### src/rtl/line_arbiter_if.sv
// Bundle between line_arbiter, its NREQ requesters and the shared byte-stream core.
interface line_arbiter_if #(
    parameter int NREQ = 4,
    parameter int IDW  = 2
);
    // Handshake: byte i moves on a rising clk edge where req_valid[i] and
    // req_ready[i] are both high. req_valid must not wait for req_ready, and
    // req_data must hold steady while req_valid is high and the byte has not
    // moved. core_in/core_out/out_data use 8'h00 as "no byte" instead of a valid.
    logic [NREQ-1:0]   req_valid;
    logic [8*NREQ-1:0] req_data;
    logic [NREQ-1:0]   req_ready;
    logic [7:0]        core_in;
    logic [7:0]        core_out;
    logic              out_valid;
    logic [7:0]        out_data;
    logic [IDW-1:0]    out_id;
    logic              busy;

    // Arbiter side
    modport slave (
        input  req_valid, req_data, core_out,
        output req_ready, core_in, out_valid, out_data, out_id, busy
    );

    // Requester/core side
    modport master (
        output req_valid, req_data, core_out,
        input  req_ready, core_in, out_valid, out_data, out_id, busy
    );
endinterface

### src/rtl/line_arbiter.sv
// Round-robin line arbiter: grants one requester the text core for a whole
// line, waits for the core to go quiet, then passes the core to the next one.
module line_arbiter #(
    parameter int NREQ   = 4,
    parameter int IDW    = 2,
    parameter int DRAIN  = 8,
    parameter int MAXLEN = 64
) (
    input  logic          clk,
    input  logic          rst,
    line_arbiter_if.slave bus,
    output logic [1:0]    dbg_state_o
);
    localparam logic [1:0] S_IDLE  = 2'd0;
    localparam logic [1:0] S_SEND  = 2'd1;
    localparam logic [1:0] S_DRAIN = 2'd2;

    localparam int LW = $clog2(MAXLEN);
    localparam int QW = $clog2(DRAIN + 1);
    localparam logic [LW-1:0] LEN_LAST = LW'(MAXLEN - 1);
    localparam logic [QW-1:0] Q_LAST   = QW'(DRAIN - 1);

    logic [1:0]      state_q, state_d;
    logic [IDW-1:0]  g_q, g_d;
    logic [IDW-1:0]  last_q, last_d;
    logic [LW-1:0]   len_q, len_d;
    logic [QW-1:0]   qcnt_q, qcnt_d;
    logic [7:0]      core_in_q, core_in_d;
    logic            out_valid_q;
    logic [7:0]      out_data_q;
    logic [IDW-1:0]  out_id_q;
    logic [NREQ-1:0] ready_raw;
    logic            any_valid;
    logic [IDW-1:0]  pick;
    logic            sel_valid;
    logic [7:0]      sel_data;

    // Requester index that lies off positions after base, wrapping at NREQ.
    function automatic logic [IDW-1:0] rr_idx(input logic [IDW-1:0] base, input int off);
        int s;
        s = (int'(base) + off) % NREQ;
        return IDW'(s);
    endfunction

    // Round-robin search: walk from the farthest offset down so the nearest
    // valid requester after last_q is the one left in pick.
    always_comb begin
        any_valid = 1'b0;
        pick      = last_q;
        for (int i = NREQ; i >= 1; i--) begin
            if (bus.req_valid[rr_idx(last_q, i)]) begin
                any_valid = 1'b1;
                pick      = rr_idx(last_q, i);
            end
        end
    end

    assign sel_valid = bus.req_valid[g_q];
    assign sel_data  = bus.req_data[{g_q, 3'b000} +: 8];

    // Next-state logic: grant in IDLE, forward one line in SEND, wait for quiet core in DRAIN.
    always_comb begin
        state_d   = state_q;
        g_d       = g_q;
        last_d    = last_q;
        len_d     = len_q;
        qcnt_d    = qcnt_q;
        core_in_d = 8'h00;
        ready_raw = '0;
        case (state_q)
            S_IDLE: begin
                if (any_valid) begin
                    g_d     = pick;
                    len_d   = '0;
                    state_d = S_SEND;
                end
            end
            S_SEND: begin
                // At the length limit a real newline is still forwarded as the
                // last byte; anything else is held back and a newline injected.
                if (len_q == LEN_LAST && !(sel_valid && sel_data == 8'h0A)) begin
                    core_in_d = 8'h0A;
                    qcnt_d    = '0;
                    state_d   = S_DRAIN;
                end else if (sel_valid) begin
                    ready_raw[g_q] = 1'b1;
                    core_in_d      = sel_data;
                    if (sel_data != 8'h00) begin
                        len_d = len_q + 1'b1;
                    end
                    if (sel_data == 8'h0A) begin
                        qcnt_d  = '0;
                        state_d = S_DRAIN;
                    end
                end
            end
            S_DRAIN: begin
                if (bus.core_out != 8'h00) begin
                    qcnt_d = '0;
                end else if (qcnt_q == Q_LAST) begin
                    qcnt_d  = '0;
                    last_d  = g_q;
                    state_d = S_IDLE;
                end else begin
                    qcnt_d = qcnt_q + 1'b1;
                end
            end
            default: state_d = S_IDLE;
        endcase
    end

    // Control state registers; reset abandons any line in flight.
    always_ff @(posedge clk) begin
        if (rst) begin
            state_q   <= S_IDLE;
            g_q       <= '0;
            last_q    <= IDW'(NREQ - 1);
            len_q     <= '0;
            qcnt_q    <= '0;
            core_in_q <= 8'h00;
        end else begin
            state_q   <= state_d;
            g_q       <= g_d;
            last_q    <= last_d;
            len_q     <= len_d;
            qcnt_q    <= qcnt_d;
            core_in_q <= core_in_d;
        end
    end

    // Output path: register core output and tag it with the current line owner.
    always_ff @(posedge clk) begin
        if (rst) begin
            out_valid_q <= 1'b0;
            out_data_q  <= 8'h00;
            out_id_q    <= '0;
        end else begin
            out_valid_q <= (bus.core_out != 8'h00);
            out_data_q  <= bus.core_out;
            out_id_q    <= (state_q == S_IDLE) ? last_q : g_q;
        end
    end

    // No byte is reported consumed while reset is held.
    assign bus.req_ready = rst ? '0 : ready_raw;
    assign bus.core_in   = core_in_q;
    assign bus.out_valid = out_valid_q;
    assign bus.out_data  = out_data_q;
    assign bus.out_id    = out_id_q;
    assign bus.busy      = (state_q != S_IDLE);
    assign dbg_state_o   = state_q;
endmodule

### src/flat_wrapper.sv
// flat-port wrapper written by rule: the top's interface ports become plain ports
module line_arbiter_flat 
#(
    parameter int NREQ   = 4,
    parameter int IDW    = 2,
    parameter int DRAIN  = 8,
    parameter int MAXLEN = 64
)
  (clk, rst, dbg_state_o, bus_req_valid, bus_req_data, bus_core_out, bus_req_ready, bus_core_in, bus_out_valid, bus_out_data, bus_out_id, bus_busy);
  line_arbiter_if #(.NREQ(NREQ), .IDW(IDW)) bus_i ();
  input  logic clk;
  input  logic rst;
  output logic [1:0] dbg_state_o;
  input wire logic [$bits(bus_i.req_valid)-1:0] bus_req_valid;
  input wire logic [$bits(bus_i.req_data)-1:0] bus_req_data;
  input wire logic [$bits(bus_i.core_out)-1:0] bus_core_out;
  output wire logic [$bits(bus_i.req_ready)-1:0] bus_req_ready;
  output wire logic [$bits(bus_i.core_in)-1:0] bus_core_in;
  output wire logic [$bits(bus_i.out_valid)-1:0] bus_out_valid;
  output wire logic [$bits(bus_i.out_data)-1:0] bus_out_data;
  output wire logic [$bits(bus_i.out_id)-1:0] bus_out_id;
  output wire logic [$bits(bus_i.busy)-1:0] bus_busy;
  assign bus_i.req_valid = bus_req_valid;
  assign bus_i.req_data = bus_req_data;
  assign bus_i.core_out = bus_core_out;
  assign bus_req_ready = bus_i.req_ready;
  assign bus_core_in = bus_i.core_in;
  assign bus_out_valid = bus_i.out_valid;
  assign bus_out_data = bus_i.out_data;
  assign bus_out_id = bus_i.out_id;
  assign bus_busy = bus_i.busy;
  line_arbiter #(.NREQ(NREQ), .IDW(IDW), .DRAIN(DRAIN), .MAXLEN(MAXLEN)) u_core (.clk(clk), .rst(rst), .bus(bus_i), .dbg_state_o(dbg_state_o));
endmodule
### config.mk
export PLATFORM = sky130hd
export DESIGN_NAME = line_arbiter_flat
export DESIGN_NICKNAME = d
export VERILOG_FILES = /design/src/rtl/line_arbiter_if.sv /design/src/rtl/line_arbiter.sv /design/src/flat_wrapper.sv
export SDC_FILE = /design/constraint.sdc
export NUM_CORES = 1
export LEC_CHECK = 0
export BUFFER_PORTS_ARGS = -buffer_cell sky130_fd_sc_hd__buf_2
export CAP_MARGIN = 25
export CORE_AREA = 3 3 63 65
export CTS_BUF_LIST = sky130_fd_sc_hd__clkbuf_4
export CTS_CLUSTER_DIAMETER = 50
export DETAILED_ROUTE_END_ITERATION = 12
export DIE_AREA = 0 0 66 68
export PLACE_DENSITY = 0.92
export SLEW_MARGIN = 30
export SYNTH_ARGS = -nofsm -noshare
export SYNTH_HDL_FRONTEND = slang
export SYNTH_SLANG_ARGS = --single-unit
### constraint.sdc
create_clock -name clk -period 4.1 [get_ports clk]
set_input_delay 0.82 -clock clk [delete_from_list [all_inputs] [get_ports clk]]
set_output_delay 0.82 -clock clk [all_outputs]
set_load 0.005 [all_outputs]
==> Word level (Yosys, flattened, before mapping) <==
Cells that the tools add are included.
{ "word_totals": {"output_inout_bits": 26, "regBits": 35} }
{ "op_classes": {"n_bitwise": 3, "magnitude_cmp": 6, "addsub": 6, "reduce_logical": 17, "shift": 1, "eq_ne": 13, "muxes": 45} }
{ "ops": {"columns": ["op", "n"], "rows": [
  ["$mux W4", 11],
  ["$shiftx A32 B6 Y8", 1],
  ["$mux W6", 4],
  ["$mux W2", 11],
  ["$reduce_bool A8 Y1", 2],
  ["$lt A2 B3 Y1 const B", 5],
  ["$pmux W6 S2", 1],
  ["$bmux W1 S2", 5],
  ["$mux W1", 10],
  ["$reduce_and A5 Y1", 2],
  ["$eq A8 B4 Y1 const B", 1],
  ["$ne A2 B1 Y1 const B", 4],
  ["$pmux W4 S2", 1],
  ["$add A6 B1 Y6 const B", 1],
  ["$eq A6 B6 Y1 const B", 1],
  ["$ne A3 B1 Y1 const B", 2],
  ["$pmux W2 S3", 1],
  ["$reduce_and A3 Y1", 2],
  ["$reduce_bool A2 Y1", 3],
  ["$add A2 B1 Y2 const B", 2],
  ["$add A2 B2 Y2 const B", 2],
  ["$add A4 B1 Y4 const B", 1],
  ["$eq A4 B3 Y1 const B", 1],
  ["$ne A2 B2 Y1 const B", 2],
  ["other kinds (11)", 15]
]} }

==> Depth between registers and ports, before layout <==
Gate-level depths: netlist of the first run.
{ "logic_depth": {"word_depth": 9, "mapped_depth": 9} }

==> Worst setup path before layout of the first run <==
OpenSTA, ideal clock, no wires.
{ "synth_path": {"path_type": "input port to output port", "start": "input port bus_req_data[8]", "end": "output port bus_req_ready[0]", "path_stages": 5, "path_buffers": 0, "t_arrival_ns": 2.432, "path_slack_ns": 0.848, "cell_sequence": "mux4_1 nor4_4 nand3_1 a21oi_1 nor3b_1"} }
{ "synth_via": {"elab_chain_len": 8} }
{ "synth_lines": {"columns": ["item", "line", "source"], "rows": [
  ["start: declaration", "flat_wrapper.sv:15", "input wire logic [$bits(bus_i.req_data)-1:0] bus_req_data;"],
  ["$shiftx A32 B6 Y8", "line_arbiter.sv:59", "assign sel_data = bus.req_data[{g_q, 3'b000} +: 8];"],
  ["$eq A8 B4 Y1", "line_arbiter.sv:81", "if (len_q == LEN_LAST && !(sel_valid && sel_data == 8'h0A)) begin"],
  ["$logic_and A1 B1 Y1", "line_arbiter.sv:81", null],
  ["$logic_not A1 Y1", "line_arbiter.sv:81", null],
  ["$logic_and A1 B1 Y1", "line_arbiter.sv:81", null],
  ["$mux W4", "line_arbiter.sv:81", null],
  ["$mux W4", "line_arbiter.sv:70", "case (state_q)"],
  ["$mux W4", "line_arbiter.sv:145", "assign bus.req_ready = rst ? '0 : ready_raw;"],
  ["end: declaration", "flat_wrapper.sv:17", "output wire logic [$bits(bus_i.req_ready)-1:0] bus_req_ready;"]
]} }
No other way between the ends.

==> Worst setup path after layout of the first run <==
{ "layout_path": {"start": "register u_core.g_q[0]", "end": "output port bus_req_ready[0]"} }
{ "layout_via": {"elab_chain_len": 8, "elab_cells_between_ends": 16} }
{ "layout_lines": {"columns": ["item", "line", "source"], "rows": [
  ["start: declaration", "line_arbiter.sv:24", "logic [IDW-1:0] g_q, g_d;"],
  ["start signal: assignment", "line_arbiter.sv:123", "g_q <= g_d;"],
  ["$shiftx A32 B6 Y8 (tied with other cells)", "line_arbiter.sv:59", null],
  ["$eq A8 B4 Y1 (tied with other cells)", "line_arbiter.sv:81", null],
  ["$logic_and A1 B1 Y1 or $mux W1 (tied branches)", "line_arbiter.sv:81, line_arbiter.sv:86", null],
  ["$logic_not A1 Y1 or $demux W1 S2 (tied branches)", null, null],
  ["$logic_and A1 B1 Y1 or $mux W4 (tied branches)", "line_arbiter.sv:81, line_arbiter.sv:85", null],
  ["$mux W4 *", "line_arbiter.sv:81", null],
  ["$mux W4 *", "line_arbiter.sv:70", null],
  ["$mux W4 *", "line_arbiter.sv:145", null]
]} }
Every way passes the cells marked *; elsewhere a longest branch is shown, timed or not. The select of a mux whose other input is x is not followed.

==> impl_metrics.json, run 1 <==
{
  "status": "completed",
  "rows": 21,
  "synth_edf_count": 0,
  "area.sequential_um2": 701,
  "grt_pass1_vias": 1521,
  "io_pins": 72,
  "final_cell_mix": "buf_2 (71), dfxtp_1 (35), nand2_1 (16)",
  "dr_total_vias": 1652,
  "grt_usage": 0.191,
  "fin_util": 0.671,
  "dp_hpwl_um": 3270,
  "cts_resized": 0,
  "clock_sinks": 35,
  "grt_pass1_wl_um": 6530,
  "drtAntennaViolNets": 0,
  "grtUsageMet3": 0.0394,
  "finalMaxSlewViolations": 0,
  "postCtsSetupRepairBufs": 0,
  "fin_skew_ps": 12.1,
  "synth_cells": 191,
  "seq_area_frac_synth": 0.381,
  "r2r_cells": 7,
  "first_pass_iters": 6,
  "yosysUniqueCellTypes": 45,
  "finalWeightedCongestion": 0.793,
  "drive_above_1_share": 0.351,
  "clkLatencyLatePin_ps": 350,
  "critPathArrivalTime_ps": 2940,
  "hold_class": "reg2reg",
  "multi_input_area_um2": 1030,
  "worstPathRequired_ps": 3280,
  "fin_crit_sh": 0.917,
  "use_met1": 0.218,
  "avgSynthCellArea_um2": 9.63,
  "r2r_end": "u_core.len_q[5]",
  "holdCritStartpoint": "u_core.qcnt_q[1]",
  "synth-seq-cells": 35,
  "clock_tree.root_cell": "clkbuf_4",
  "hold_slack_ps": 495,
  "layout_commonest_cell": "buf_2",
  "worstMarginPinSlew_ps": 589,
  "wl_per_cell_um": 13.7,
  "p_leak_nw": 1.05,
  "antenna_found_initial": 0,
  "hold_depth": 2,
  "maxCapViolations": 0,
  "netlist_area_um2": 1840,
  "syn_nets": 242,
  "startpoint_type": "register",
  "coreArea_um2": 3390,
  "grt_overflow": 0,
  "ir_drop_mv": 0.261,
  "setup_viol": 0,
  "min_to": "u_core.qcnt_q[1]",
  "die_x_um": 66,
  "endpoint_kind": "primary output",
  "slew_headroom": 0.607,
  "grt_max_degree": 23,
  "rsz0062_at_grt": "no",
  "clk_path_buf_depth": 2,
  "clk_pin_slew_ps": 110,
  "rr_startpoint": "u_core.g_q[0]",
  "initial_core_util": 0.543,
  "hold_buffers": 0,
  "hold_viol": 0,
  "period_minus_slack_ps": 3760,
  "total_power_mw": 1.07,
  "cts_tree": "done",
  "chipHeight_um": 68,
  "die-area_um2": 4490,
  "cts_buffers": 5,
  "fin_nets": 309,
  "area_growth_pct": 23.6,
  "critPathKind": "reg2out",
  "async_flop_share": 0,
  "drc": 0,
  "num-fill-cells": 280,
  "max_freq_mhz": 266,
  "grt_use_met2": 0.354,
  "setup_tns_ps": 0,
  "diodes": 0,
  "r2r_setup_slack_ps": 1190,
  "worstPathMaxFanout": 12,
  "port_buffers": 71,
  "synth_warnings": 0,
  "drtIter0Drc": 75,
  "via_per_inst": 5.42,
  "grt-busiest-layer": "met2",
  "powerDensity_nw_per_um2": 470,
  "wirelength_um": 4190,
  "synth_ff_type": "dfxtp_1",
  "h-tree-depth": 2
}
==> synthesized netlist by cell type, types with 2 or more instances <==
master / instances / area (um^2)
and3_1: 2 / 12.5
dfxtp_1: 35 / 701
mux2i_1: 6 / 60.1
nand3_1: 12 / 60.1
nor3_1: 4 / 20.0
nor3b_1: 3 / 22.5
a32o_1: 2 / 20.0
or4_1: 4 / 30.0
o41ai_1: 2 / 17.5
nand2_1: 16 / 60.1
a31oi_1: 5 / 31.3
buf_6: 2 / 22.5
and2_1: 7 / 43.8
nor2b_1: 8 / 50.1
nor2_1: 12 / 45.0
inv_1: 9 / 33.8
nor4_1: 2 / 12.5
mux4_2: 2 / 45.0
o2111ai_1: 2 / 17.5
nand2b_1: 2 / 12.5
mux4_1: 7 / 184
ha_1: 5 / 62.6
clkbuf_1: 9 / 33.8
a21oi_1: 8 / 40.0
o21ai_0: 5 / 25.0
==> worst max-delay path by stage <==
stage	start	endpoint	slack (ps)	depth (start not counted)
2_1_floorplan	bus_req_data[8]	bus_req_ready[0]	850	5
3_3_place_gp	bus_req_data[8]	bus_req_ready[0]	530	7
3_5_place_dp	bus_req_data[8]	bus_req_ready[0]	410	7
4_1_cts	u_core.g_q[0]	bus_req_ready[0]	320	7
5_1_grt	u_core.g_q[0]	bus_req_ready[0]	120	7
6_report	u_core.g_q[0]	bus_req_ready[0]	340	7
==> layer usage <==
metal  up-vias  wire length (um)
li1        836                 -
met1       756              1650
met2        56              2200
met3         4               280
met4         0                66
met5         -                 0
==> kinds of logic after synthesis <==
logic type	synth area share
mux	0.157
xor+xnor	0.00476
compound gates	0.118
simple gates	0.246
buf+inv	0.0592
fa+ha+maj	0.0340
flops	0.381
==> cell type report <==
type                            instances  share of cell area
Clock buffer                            5              0.0165
Timing Repair Buffer                   73               0.163
Sequential cell                        35               0.308
Tap cell                               46              0.0253
Multi-Input combinational cell        134               0.453
Clock inverter                          3              0.0193
Inverter                                9              0.0149
==> sequential cells by signal, indices dropped and copies added (netlist names) <==
name / count
u_core.bus.out_valid: 1
u_core.bus.out_id: 2
u_core.bus.out_data: 8
u_core.qcnt_q: 4
u_core.len_q: 6
u_core.dbg_state_o: 2
u_core.g_q: 2
u_core.bus.core_in: 8
u_core.last_q: 2
==> power by group <==
| group | internal (mW) | leakage (nW) | switching (mW) |
|---|---|---|---|
| Combinational | 0.189 | 0.720 | 0.228 |
| Clock | 0.128 | 0.0452 | 0.121 |
| Sequential | 0.376 | 0.286 | 0.0264 |
| Total | 0.693 | 1.05 | 0.375 |
==> metrics by stage <==
| step | area, um^2 | setup slack [ps] | cells |
|---|---|---|---|
| after global placement | 2190 | 529 | 297 |
| after floorplan | 1840 | 848 | 191 |
| after global routing | 2270 | 121 | 305 |
| after CTS | 2270 | 322 | 305 |
| final | 2270 | 341 | 305 |
| after detailed placement | 2190 | 407 | 297 |
==> worst max-delay path, stage by stage, from the launching register on <==
cell and delay [ps]:
dfxtp_1 510, buf_4 250, mux4_1 600, nor2_1 170, nand3_1 130, a21oi_1 520, nor3b_1 260, buf_2 140
No activity file was read; power rests on OpenSTA's default activity.
==> run 2, diff against run 1 <==
--- a/config.mk
+++ b/config.mk
@@ -13,6 +13,7 @@
 export DETAILED_ROUTE_END_ITERATION = 12
 export DIE_AREA = 0 0 66 68
 export PLACE_DENSITY = 0.92
+export REMOVE_ABC_BUFFERS = 1
 export SLEW_MARGIN = 30
 export SYNTH_ARGS = -nofsm -noshare
 export SYNTH_HDL_FRONTEND = slang
==> run 2 against run 1 <==
Setup slack lost 37 ps; sequential share of layout area unchanged; sequential cell count did not move; register-to-register slack lost 20 ps; clock skew barely moved; sequential power about the same; wire length shrank 0.86%; largest cell class unchanged.
==> impl_metrics.json, run 2 (synthesis results as in run 1) <==
{
  "status": "completed",
  "power.share.combinational": 0.390,
  "fin_util": 0.671,
  "rows": 21,
  "clkLatencyLatePin_ps": 340,
  "r2r_setup_slack_ps": 1170,
  "powerDensity_nw_per_um2": 470,
  "final_cell_mix": "buf_2 (71), dfxtp_1 (35), nand2_1 (16)",
  "grt_max_degree": 23,
  "fin_cells": 305,
  "worstPathMaxFanout": 12,
  "rr_startpoint": "u_core.g_q[0]",
  "critPathArrivalTime_ps": 2980,
  "area_growth_pct": 23.6,
  "chipHeight_um": 68,
  "dp.cells": 297,
  "initial_core_util": 0.543,
  "p_sw_uw": 376,
  "postCtsSetupRepairBufs": 0,
  "drtIter0Drc": 55,
  "drtAntennaViolNets": 0,
  "period_minus_slack_ps": 3800,
  "drc": 0,
  "coreArea_um2": 3390,
  "endpoint_kind": "primary output",
  "num-fill-cells": 282,
  "finalMaxSlewViolations": 0,
  "fin_crit_sh": 0.926,
  "p_int_uw": 694,
  "slew_headroom": 0.591,
  "fin_skew_ps": 12.6,
  "worstMarginPinSlew_ps": 614,
  "clk_path_buf_depth": 2,
  "antenna_found_initial": 0,
  "maxCapViolations": 0,
  "cts_buffers": 5,
  "hold_viol": 0,
  "holdCritStartpoint": "u_core.qcnt_q[1]",
  "first_pass_iters": 5,
  "via_per_inst": 5.49,
  "wirelength_um": 4150,
  "hold_class": "reg2reg",
  "io_pins": 72,
  "hold_buffers": 0,
  "grt_usage": 0.197,
  "setup_viol": 0,
  "h-tree-depth": 2,
  "sequentialPowerShare": 0.377,
  "grt_pass1_wl_um": 6650,
  "clock_tree.root_cell": "clkbuf_4",
  "dr_total_vias": 1673,
  "critPathKind": "reg2out",
  "grt_overflow": 0,
  "port_buffers": 71,
  "cts_tree": "done",
  "fin_nets": 309,
  "p_leak_nw": 1.05,
  "layout_commonest_cell": "buf_2",
  "worstPathRequired_ps": 3280,
  "r2r_cells": 7,
  "startpoint_type": "register",
  "wl_per_cell_um": 13.6,
  "die-area_um2": 4490,
  "r2r_end": "u_core.len_q[5]",
  "min_to": "u_core.qcnt_q[1]",
  "cts_resized": 0,
  "grt_pass1_vias": 1527,
  "clock_sinks": 35,
  "dp_hpwl_um": 3210,
  "hold_depth": 2,
  "swShare": 0.352,
  "setup_tns_ps": 0,
  "pwr-share-clk": 0.233,
  "finalWeightedCongestion": 0.759,
  "hold_slack_ps": 497,
  "diodes": 0,
  "max_freq_mhz": 263,
  "die_x_um": 66,
  "clk_pin_slew_ps": 120,
  "total_power_mw": 1.07,
  "rsz0062_at_grt": "no",
  "drive_above_1_share": 0.351,
  "ir_drop_mv": 0.223
}
-- run 2: critical path, stage by stage, from the launching register on --
cell	delay (ps)
dfxtp_1	500
buf_4	250
mux4_1	600
nor2_1	180
nand3_1	140
a21oi_1	540
nor3b_1	270
buf_2	150
-- run 2: routing by layer --
layer  wire [um]  track usage  part of all wire
met5           0            0                 0
met4         153        0.124             0.037
met3         255       0.0411             0.061
met2        2040        0.338              0.49
met1        1700        0.225              0.41
-- run 2: stage by stage --
| stage | setup slack (ps) | area, um^2 |
|---|---|---|
| floorplan | 849 | 1760 |
| global placement | 529 | 2190 |
| detailed placement | 384 | 2190 |
| CTS | 297 | 2270 |
| global route | 135 | 2270 |
| finish | 304 | 2270 |
-- run 2: worst max-delay path by stage --
stage	startpoint	to	slack (ps)	cells past startpoint
2_1_floorplan	bus_req_data[8]	bus_req_ready[0]	850	5
3_3_place_gp	bus_req_data[8]	bus_req_ready[0]	530	7
3_5_place_dp	bus_req_data[8]	bus_req_ready[0]	380	7
4_1_cts	u_core.g_q[0]	bus_req_ready[0]	300	7
5_1_grt	u_core.g_q[0]	bus_req_ready[0]	140	7
6_report	u_core.g_q[0]	bus_req_ready[0]	300	7
-- run 2: layout make-up --
cell class              instances  area (um^2)  area share
clock inverters                 3         43.8      0.0193
multi-input cells             134         1030       0.453
clock buffers                   5         37.5      0.0165
repair buffers                 73          370       0.163
well taps                      46         57.6      0.0253
flip-flops and latches         35          701       0.308
inverters                       9         33.8      0.0149
-- run 2: power groups by stage --
stage | Combinational (mW) | Sequential, mW | Clock [mW]
finish | 0.417 | 0.404 | 0.249
global route | 0.461 | 0.407 | 0.265
CTS | 0.417 | 0.404 | 0.253
detailed placement | 0.416 | 0.411 | 0
global placement | 0.408 | 0.410 | 0
floorplan | 0.267 | 0.423 | 0
==> run 3, diff against run 2 <==
--- a/config.mk
+++ b/config.mk
@@ -5,7 +5,7 @@
 export SDC_FILE = /design/constraint.sdc
 export NUM_CORES = 1
 export LEC_CHECK = 0
-export BUFFER_PORTS_ARGS = -buffer_cell sky130_fd_sc_hd__buf_2
+export BUFFER_PORTS_ARGS = -buffer_cell sky130_fd_sc_hd__buf_4
 export CAP_MARGIN = 25
 export CORE_AREA = 3 3 63 65
 export CTS_BUF_LIST = sky130_fd_sc_hd__clkbuf_4
==> run 3 against run 2 <==
Utilization is 4.4 points higher; worst hold slack improved by 9.6 ps; total power decreased by 2.7%; die area stayed put; via count increased by 1.8%; first-iteration DRC count grew 120%; critical path type unchanged; critical endpoint unchanged; largest power group unchanged.
==> impl_metrics.json, run 3 (synthesis results as in run 1) <==
{
  "worstPathMaxFanout": 11,
  "grt_usage": 0.196,
  "antenna_found_initial": 0,
  "hold_viol": 0,
  "setup_tns_ps": 0,
  "max_freq_mhz": 268,
  "drtAntennaViolNets": 0,
  "die-area_um2": 4490,
  "worstMarginPinSlew_ps": 564,
  "clk_pin_slew_ps": 110,
  "grt_pass1_wl_um": 6700,
  "period_minus_slack_ps": 3730,
  "chipHeight_um": 68,
  "drtIter0Drc": 123,
  "grt_pass1_vias": 1531,
  "startpoint_type": "register",
  "via_per_inst": 5.60,
  "wl_per_cell_um": 13.7,
  "hold_class": "reg2reg",
  "rows": 21,
  "maxCapViolations": 0,
  "wirelength_um": 4170,
  "setup_viol": 0,
  "powerDensity_nw_per_um2": 429,
  "r2r_cells": 6,
  "timing.critical_path.to": "bus_req_ready[0]",
  "critPathKind": "reg2out",
  "grt_max_degree": 23,
  "clock_sinks": 35,
  "fin_crit_sh": 0.909,
  "cts_resized": 0,
  "diodes": 0,
  "die_x_um": 66,
  "drive_above_1_share": 0.353,
  "rsz0062_at_grt": "no",
  "finalWeightedCongestion": 0.754,
  "crit_chain": "mux4_1, nor4_4, nand3_1, a21oi_2, nor3b_1, buf_4",
  "postCtsSetupRepairBufs": 0,
  "dp_hpwl_um": 3230,
  "final_cell_mix": "buf_4 (72), dfxtp_1 (35), nand2_1 (16)",
  "dr_total_vias": 1703,
  "first_pass_iters": 4,
  "cp_slowest_stage_delay_ps": 690,
  "area_growth_pct": 31.8,
  "fin_nets": 308,
  "grt_overflow": 0,
  "finalMaxSlewViolations": 0,
  "port_buffers": 71,
  "ir_drop_mv": 0.223,
  "clock_tree.root_cell": "clkbuf_4",
  "hold_buffers": 0,
  "clkLatencyLatePin_ps": 340,
  "p_leak_nw": 1.08,
  "status": "completed",
  "worst-path-buf-inv": 1,
  "crit_cells": 6,
  "drc": 0,
  "crit_family": "simple AND/OR/NAND/NOR gates",
  "coreArea_um2": 3390,
  "critPathArrivalTime_ps": 2910,
  "initial_core_util": 0.543,
  "clk_path_buf_depth": 2,
  "r2r_end": "u_core.len_q[3]",
  "slew_headroom": 0.624,
  "h-tree-depth": 2,
  "num-fill-cells": 245,
  "cts_buffers": 5,
  "rr_startpoint": "u_core.g_q[0]",
  "startpoint": "u_core.g_q[0]",
  "r2r_setup_slack_ps": 1000,
  "fin_skew_ps": 12.6,
  "layout_commonest_cell": "buf_4",
  "worstPathRequired_ps": 3280,
  "critPathSlowestCell": "mux4_1",
  "endpoint_kind": "primary output",
  "io_pins": 72,
  "fin_util": 0.715,
  "cts_tree": "done"
}
==> run 3: final cells by class <==
class                           instances  area, um^2  share of cell area
Multi-Input combinational cell        134        1030               0.426
Clock inverter                          2        12.5             0.00516
Sequential cell                        35         701               0.289
Clock buffer                            6        45.0              0.0186
Timing Repair Buffer                   72         541               0.223
Inverter                                9        33.8              0.0139
Tap cell                               46        57.6              0.0237
==> run 3: report_power, final <==
part / leakage (nW) / internal, mW / total [mW] / switching [mW]
registers: 0.286 / 0.377 / 0.417 / 0.0407
clock network: 0.0317 / 0.0728 / 0.189 / 0.116
logic: 0.758 / 0.217 / 0.435 / 0.217
total: 1.08 / 0.667 / 1.04 / 0.374
==> run 3: through the flow <==
step / std cells / hold slack [ps] / power (mW) / setup slack (ps) / cell area [um^2]
finish: 304 / 507 / 1.04 / 373 / 2420
global route: 304 / 535 / 1.11 / 175 / 2420
CTS: 304 / 507 / 1.05 / 99.9 / 2420
detailed placement: 296 / 490 / 0.856 / 309 / 2360
global placement: 296 / 475 / 0.846 / 472 / 2360
floorplan: 178 / 452 / 0.690 / 849 / 1760
==> run 3: worst register-to-register path: stages (launching register included) <==
cell	delay [ps]
dfxtp_1	630
mux4_1	690
nor4_4	320
mux2i_1	140
or3_1	550
or3_2	520
a21oi_1	180
==> run 3: worst min path at each step <==
stage	start	to	slack [ps]	cells after the start
floorplan	u_core.qcnt_q[1]	u_core.qcnt_q[1]	450	2
detailed placement	u_core.qcnt_q[1]	u_core.qcnt_q[1]	490	2
global placement	u_core.qcnt_q[1]	u_core.qcnt_q[1]	480	2
CTS	u_core.qcnt_q[1]	u_core.qcnt_q[1]	510	2
global route	u_core.qcnt_q[1]	u_core.qcnt_q[1]	540	2
finish	u_core.qcnt_q[1]	u_core.qcnt_q[1]	510	2
==> run 3: layer usage <==
| metal | vias to the layer above | GRT usage | share of wire |
|---|---|---|---|
| met5 | - | 0 | 0 |
| met4 | 0 | 0.0609 | 0.012 |
| met3 | 6 | 0.0411 | 0.073 |
| met2 | 68 | 0.349 | 0.52 |
| met1 | 794 | 0.239 | 0.40 |
| li1 | 835 | - | - |
